--- config.mk ---
export PLATFORM = sky130hd
export DESIGN_NAME = mult_bist_ctrl
export DESIGN_NICKNAME = d
export VERILOG_FILES = /design/src/rtl/mult_bist_ctrl.sv
export SDC_FILE = /design/constraint.sdc
export NUM_CORES = 1
export LEC_CHECK = 0
export CAP_MARGIN = 20
export CORE_AREA = 3 3 206 208
export CTS_BUF_LIST = sky130_fd_sc_hd__clkbuf_8
export CTS_CLUSTER_DIAMETER = 100
export DETAILED_ROUTE_END_ITERATION = 12
export DIE_AREA = 0 0 209 211
export PLACE_DENSITY = 0.77
export SYNTH_ARGS = -nofsm -noshare
export SYNTH_HDL_FRONTEND = slang
export SYNTH_SLANG_ARGS = --single-unit
--- constraint.sdc ---
create_clock -name clk -period 2.8 [get_ports clk]
set_clock_uncertainty 0.05 [all_clocks]
set_input_delay 0.42 -clock clk [delete_from_list [all_inputs] [get_ports clk]]
set_output_delay 0.42 -clock clk [all_outputs]
set_load 0.005 [all_outputs]
--- src/rtl/mult_bist_ctrl.sv ---
// mult_bist_ctrl: LFSR-driven BIST controller for a 64x64 multiplier with a 128-bit MISR (ports: clk, rst, start, abort, golden, f_i -> a_o, b_o, busy, done, pass, signature, pat_cnt)
module mult_bist_ctrl #(
  parameter int N_PATTERNS = 256,
  parameter int SETTLE = 1
) (
  input  logic         clk,
  input  logic         rst,
  input  logic         start,
  input  logic         abort,
  input  logic [127:0] golden,
  input  logic [127:0] f_i,
  output logic [63:0]  a_o,
  output logic [63:0]  b_o,
  output logic         busy,
  output logic         done,
  output logic         pass,
  output logic [127:0] signature,
  output logic [15:0]  pat_cnt
);
  typedef enum logic [1:0] {IDLE, APPLY, CAPTURE, DONE} state_t;
  state_t state, nxt;
  logic [63:0] lfsr, lfsr_nxt;
  logic [3:0] settle_cnt;
  logic [127:0] sig_nxt;
  logic [15:0] cnt_inc;
  logic [7:0] bpat;
  logic idle_like, run, last;
  always_comb begin
    idle_like = state == IDLE || state == DONE;
    run = state == APPLY || state == CAPTURE;
    sig_nxt = {signature[126:0], signature[127] ^ signature[28] ^ signature[26] ^ signature[1]} ^ f_i;
    lfsr_nxt = {lfsr[62:0], lfsr[63] ^ lfsr[62] ^ lfsr[60] ^ lfsr[59]};
    cnt_inc = pat_cnt + 16'd1;
    last = cnt_inc == 16'(N_PATTERNS);
    bpat = cnt_inc[7:6] == 2'd0 ? 8'hAA : cnt_inc[7:6] == 2'd1 ? 8'h55 : cnt_inc[7:6] == 2'd2 ? 8'hFF : 8'h0F;
    nxt = idle_like ? (start ? APPLY : state)
        : abort ? IDLE
        : state == APPLY ? (settle_cnt == 4'(SETTLE - 1) ? CAPTURE : APPLY)
        : last ? DONE : APPLY;
  end
  always_ff @(posedge clk) begin
    if (rst) begin
      state <= IDLE;
      lfsr <= 64'h1;
      settle_cnt <= '0;
      signature <= '0;
      pat_cnt <= '0;
      busy <= 1'b0;
      done <= 1'b0;
      pass <= 1'b0;
      a_o <= '0;
      b_o <= '0;
    end else begin
      state <= nxt;
      busy <= nxt == APPLY || nxt == CAPTURE;
      if (idle_like && start) begin
        lfsr <= 64'h1;
        signature <= '0;
        pat_cnt <= '0;
        settle_cnt <= '0;
        done <= 1'b0;
        pass <= 1'b0;
        a_o <= 64'h1;
        b_o <= {56'b0, 8'hAA};
      end else if (run && abort) begin
        done <= 1'b0;
        pass <= 1'b0;
        a_o <= '0;
        b_o <= '0;
      end else if (state == APPLY) begin
        settle_cnt <= nxt == CAPTURE ? 4'd0 : settle_cnt + 4'd1;
      end else if (state == CAPTURE) begin
        signature <= sig_nxt;
        lfsr <= lfsr_nxt;
        pat_cnt <= cnt_inc;
        settle_cnt <= '0;
        done <= last;
        pass <= last && sig_nxt == golden;
        a_o <= last ? 64'd0 : lfsr_nxt;
        b_o <= last ? 64'd0 : {56'b0, bpat};
      end
    end
  end
endmodule

==> results.yml, run 1 <==
floorplanning:
  die_w_um: 209
  coreArea_um2: 40740
  die_h_um: 211
  ios: 535
  die_area_um2: 44100
  num_rows: 74
  start_util_pct: 35.13
place:
  numPortBuffers: 478
  dpl.hpwl_mm: 43.31
  gp_congestion: 0.9351
  pre_cts_ws_ps: -226.2
yosys:
  synth_area_leaders: "dfxtp_1, xnor2_1, xnor3_1"
  synth_edf_count: 0
  async_flop_share_pct: 0
  avgSynthCellArea_um2: 9.174
  syn_inst: 1560
  synth_top_area_share_pct: 39.87
  ys_ff_latch: 285
  synth_area_um2: 14310
  ys_types: 44
  yosys_most_used_dff: "dfxtp_1"
  yosysTopAreaCell: "dfxtp_1"
  yosysWarnings: 0
  yosysSeqAreaShare_pct: 39.87
worst_setup_path:
  critical-path-top-delay-family: "simple AND/OR/NAND/NOR gates"
  startpoint_type: "register"
  worstSetupEndpointType: "register"
  critPathMaxFanout: 5
  path_buf_inv: 0
  critPathSlowestCell: "a2111o_2"
  worstPathCellList: "and4_4 -> nand2_2 -> xor2_2 -> ha_2 -> nor3b_4 -> o21ai_1 -> a2111o_2 -> o31ai_4 -> ha_2 -> nand2b_4 -> or2_4 -> nor2_1 -> a21oi_1 -> nor2_1"
  reg2reg_slack_ps: 10
  worst_ep_required_time_ps: 3210
  arrival_ps: 3200
  path_class: "reg2reg"
  max_stage_delay_ps: 400
final_layout:
  final_util_pct: 51.56
  syn2layout_area_growth_pct: 46.77
  drive_above_1_share_pct: 8.648
  fillerInstances: 3691
  multi_input_area_um2: 8063
  regArea_um2: 5724
  nets: 2321
clock_network:
  cts-root-buf: "clkbuf_8"
  cts-buffers-inserted: 50
  clock_latency_ps: 630
  cts_max_level: 2
  cts_tree: "yes"
  clock_path_buffers: 3
  cts-hold-fix-buffers: 0
  clkSinkCount: 285
  clk_pin_slew_ps: 70
sta:
  period_share_pct: 99.64
  setup_ws_ps: 9.983
  slew_violations: 0
  holdWs_ps: 411.9
  worstMarginPinSlew_ps: 1054
  slew_headroom_pct: 29.77
  rsz0062_at_grt: "true"
  finalSetupViolations: 0
  min_period_ps: 2790
  finalHoldViolCount: 0
  max_freq_ghz: 0.3584
min_path:
  hold_path_class: "reg2reg"
run_status:
  status: "completed"
grt:
  grt_start_max_net_pins: 211
  antenna_found_initial: 5
  grt_first_pass_wirelength_mm: 79.11
  grt_pass1_vias: 12750
  grt_overflow: 0
  track_usage_pct: 23.66
routing:
  wirelength_mm: 54.87
  ant_nets: 0
  drc: 0
  wl_per_cell_um: 20.89
  dr.pass1.iters: 6
  drtIter0Drc: 778
  routed_via_density: 4.924
  via_count: 12940
run:
  drv_cap: 0
pwr:
  leakage_nw: 7.388
  power.total_mw: 9.782
  p_per_area_nw_per_um2: 465.7
  peakVddDrop_v: 0.0003182
-- sequential cells by signal (all words and copies together) (netlist names) --
| register | count |
|---|---|
| state | 2 |
| busy | 1 |
| a_o | 64 |
| b_o | 4 |
| settle_cnt | 4 |
| signature | 128 |
| pass | 1 |
| lfsr | 64 |
| done | 1 |
| pat_cnt | 16 |
-- kinds of logic (layout without fill, tap and decap cells) --
family                     count (synthesis)  count (layout)  synth area share (%)
xor gates and xnor gates                 274             274                 23.21
and+or+nand+nor                          529             529                 17.00
buffers and inverters                    168             646                 6.068
adders and majority gates                  8               8                0.6995
AOI/OAI and AO/OA                        291             291                 12.81
muxes                                      4               4                0.3147
DFF                                      285             285                 39.87
other                                      1              58               0.02620
-- tightest hold or removal path, delay by kind of cell (launching register included) --
| kind | cells | cell delay [ps] |
|---|---|---|
| AO/OA/AOI/OAI | 1 | 50 |
| flip-flops | 1 | 320 |
| AND/OR/NAND/NOR | 1 | 50 |
-- stage by stage --
step | setup TNS (ps) | std cells | cell area, um2
CTS | 0 | 2621 | 20930
finish | 0 | 2627 | 21000
floorplan | 0 | 1615 | 14530
detailed placement | -727.7 | 2524 | 19720
global placement | -176.5 | 2524 | 19720
global route | -403.1 | 2626 | 21000
-- area by class of cell --
cell class              count  share of cell area (%)
clock inverters            26                  0.9948
multi-input cells        1162                   38.39
inverters                   8                  0.1430
clock buffers              66                   4.325
repair buffers            546                   25.70
diodes                      2                 0.02383
well taps                 532                   3.169
flip-flops and latches    285                   27.25
-- cell usage in the layout, fill, tap and decap left out, types with 8 or more instances in the layout --
master           Yosys  layout
xor2_1              10       9
clkdlybuf4s50_1      0     478
a211oi_1           128     128
nand4_1             23      23
nand3_1             69      69
clkbuf_8             0      66
nand2b_1            66      65
dfxtp_1            285     278
buf_12               0       8
xnor2_1            197     196
inv_1                8      20
buf_4               60      59
nand2_1            158     154
a21oi_1            140     140
conb_1               1      56
nor4_1              25      25
clkinv_2             0       8
xnor3_1             67      67
nor2_1             165     163
-- per-layer routing --
metal,GRT usage [%],vias to the layer above,routed length [um]
met4,8.891,6,2004
met1,26.77,6091,20690
met2,43.22,504,28350
met5,0,-,36
met3,5.703,96,3794
li1,-,6239,-
-- cells in the mapped netlist, types with 23 or more instances --
master    number
nand3_1       69
nor2_1       165
nand2_1      158
nor4_1        25
a21oi_1      140
dfxtp_1      285
buf_4         60
xnor2_1      197
nand4_1       23
xnor3_1       67
clkbuf_1      85
a211oi_1     128
nand2b_1      66
-- path summary, 6_finish.rpt --
check        cells after the start               startpoint                    endpoint
max                             14  pat_cnt[3]$_SDFFE_PP0P_  settle_cnt[0]$_SDFFE_PP0P_
min                              2    lfsr[16]$_SDFFE_PP0P_       lfsr[17]$_SDFFE_PP0P_
max reg2reg                     14  pat_cnt[3]$_SDFFE_PP0P_  settle_cnt[0]$_SDFFE_PP0P_
min reg2reg                      2    lfsr[16]$_SDFFE_PP0P_       lfsr[17]$_SDFFE_PP0P_
-- report_power, final --
part	internal [mW]	total, mW	switching, mW	leakage [nW]
clock	2.40	4.27	1.87	0.628
sequential	4.08	4.12	0.0381	2.30
combinational	0.743	1.39	0.649	4.46
-- repair_timing --
action                     CTS  global route
buffers inserted             5             4
setup endpoints to repair    4            14
gates resized for setup     18            10
cloned                       0             0
pin swaps                    4             5
No activity file was read; power rests on OpenSTA's default activity.
==> run 2, diff against run 1 <==
--- a/config.mk
+++ b/config.mk
@@ -8,7 +8,7 @@
 export CAP_MARGIN = 20
 export CORE_AREA = 3 3 206 208
 export CTS_BUF_LIST = sky130_fd_sc_hd__clkbuf_8
-export CTS_CLUSTER_DIAMETER = 100
+export CTS_CLUSTER_DIAMETER = 60
 export DETAILED_ROUTE_END_ITERATION = 12
 export DIE_AREA = 0 0 209 211
 export PLACE_DENSITY = 0.77
==> results of run 2 <==
Final layout, timing and power as in run 1 (identical DEF).
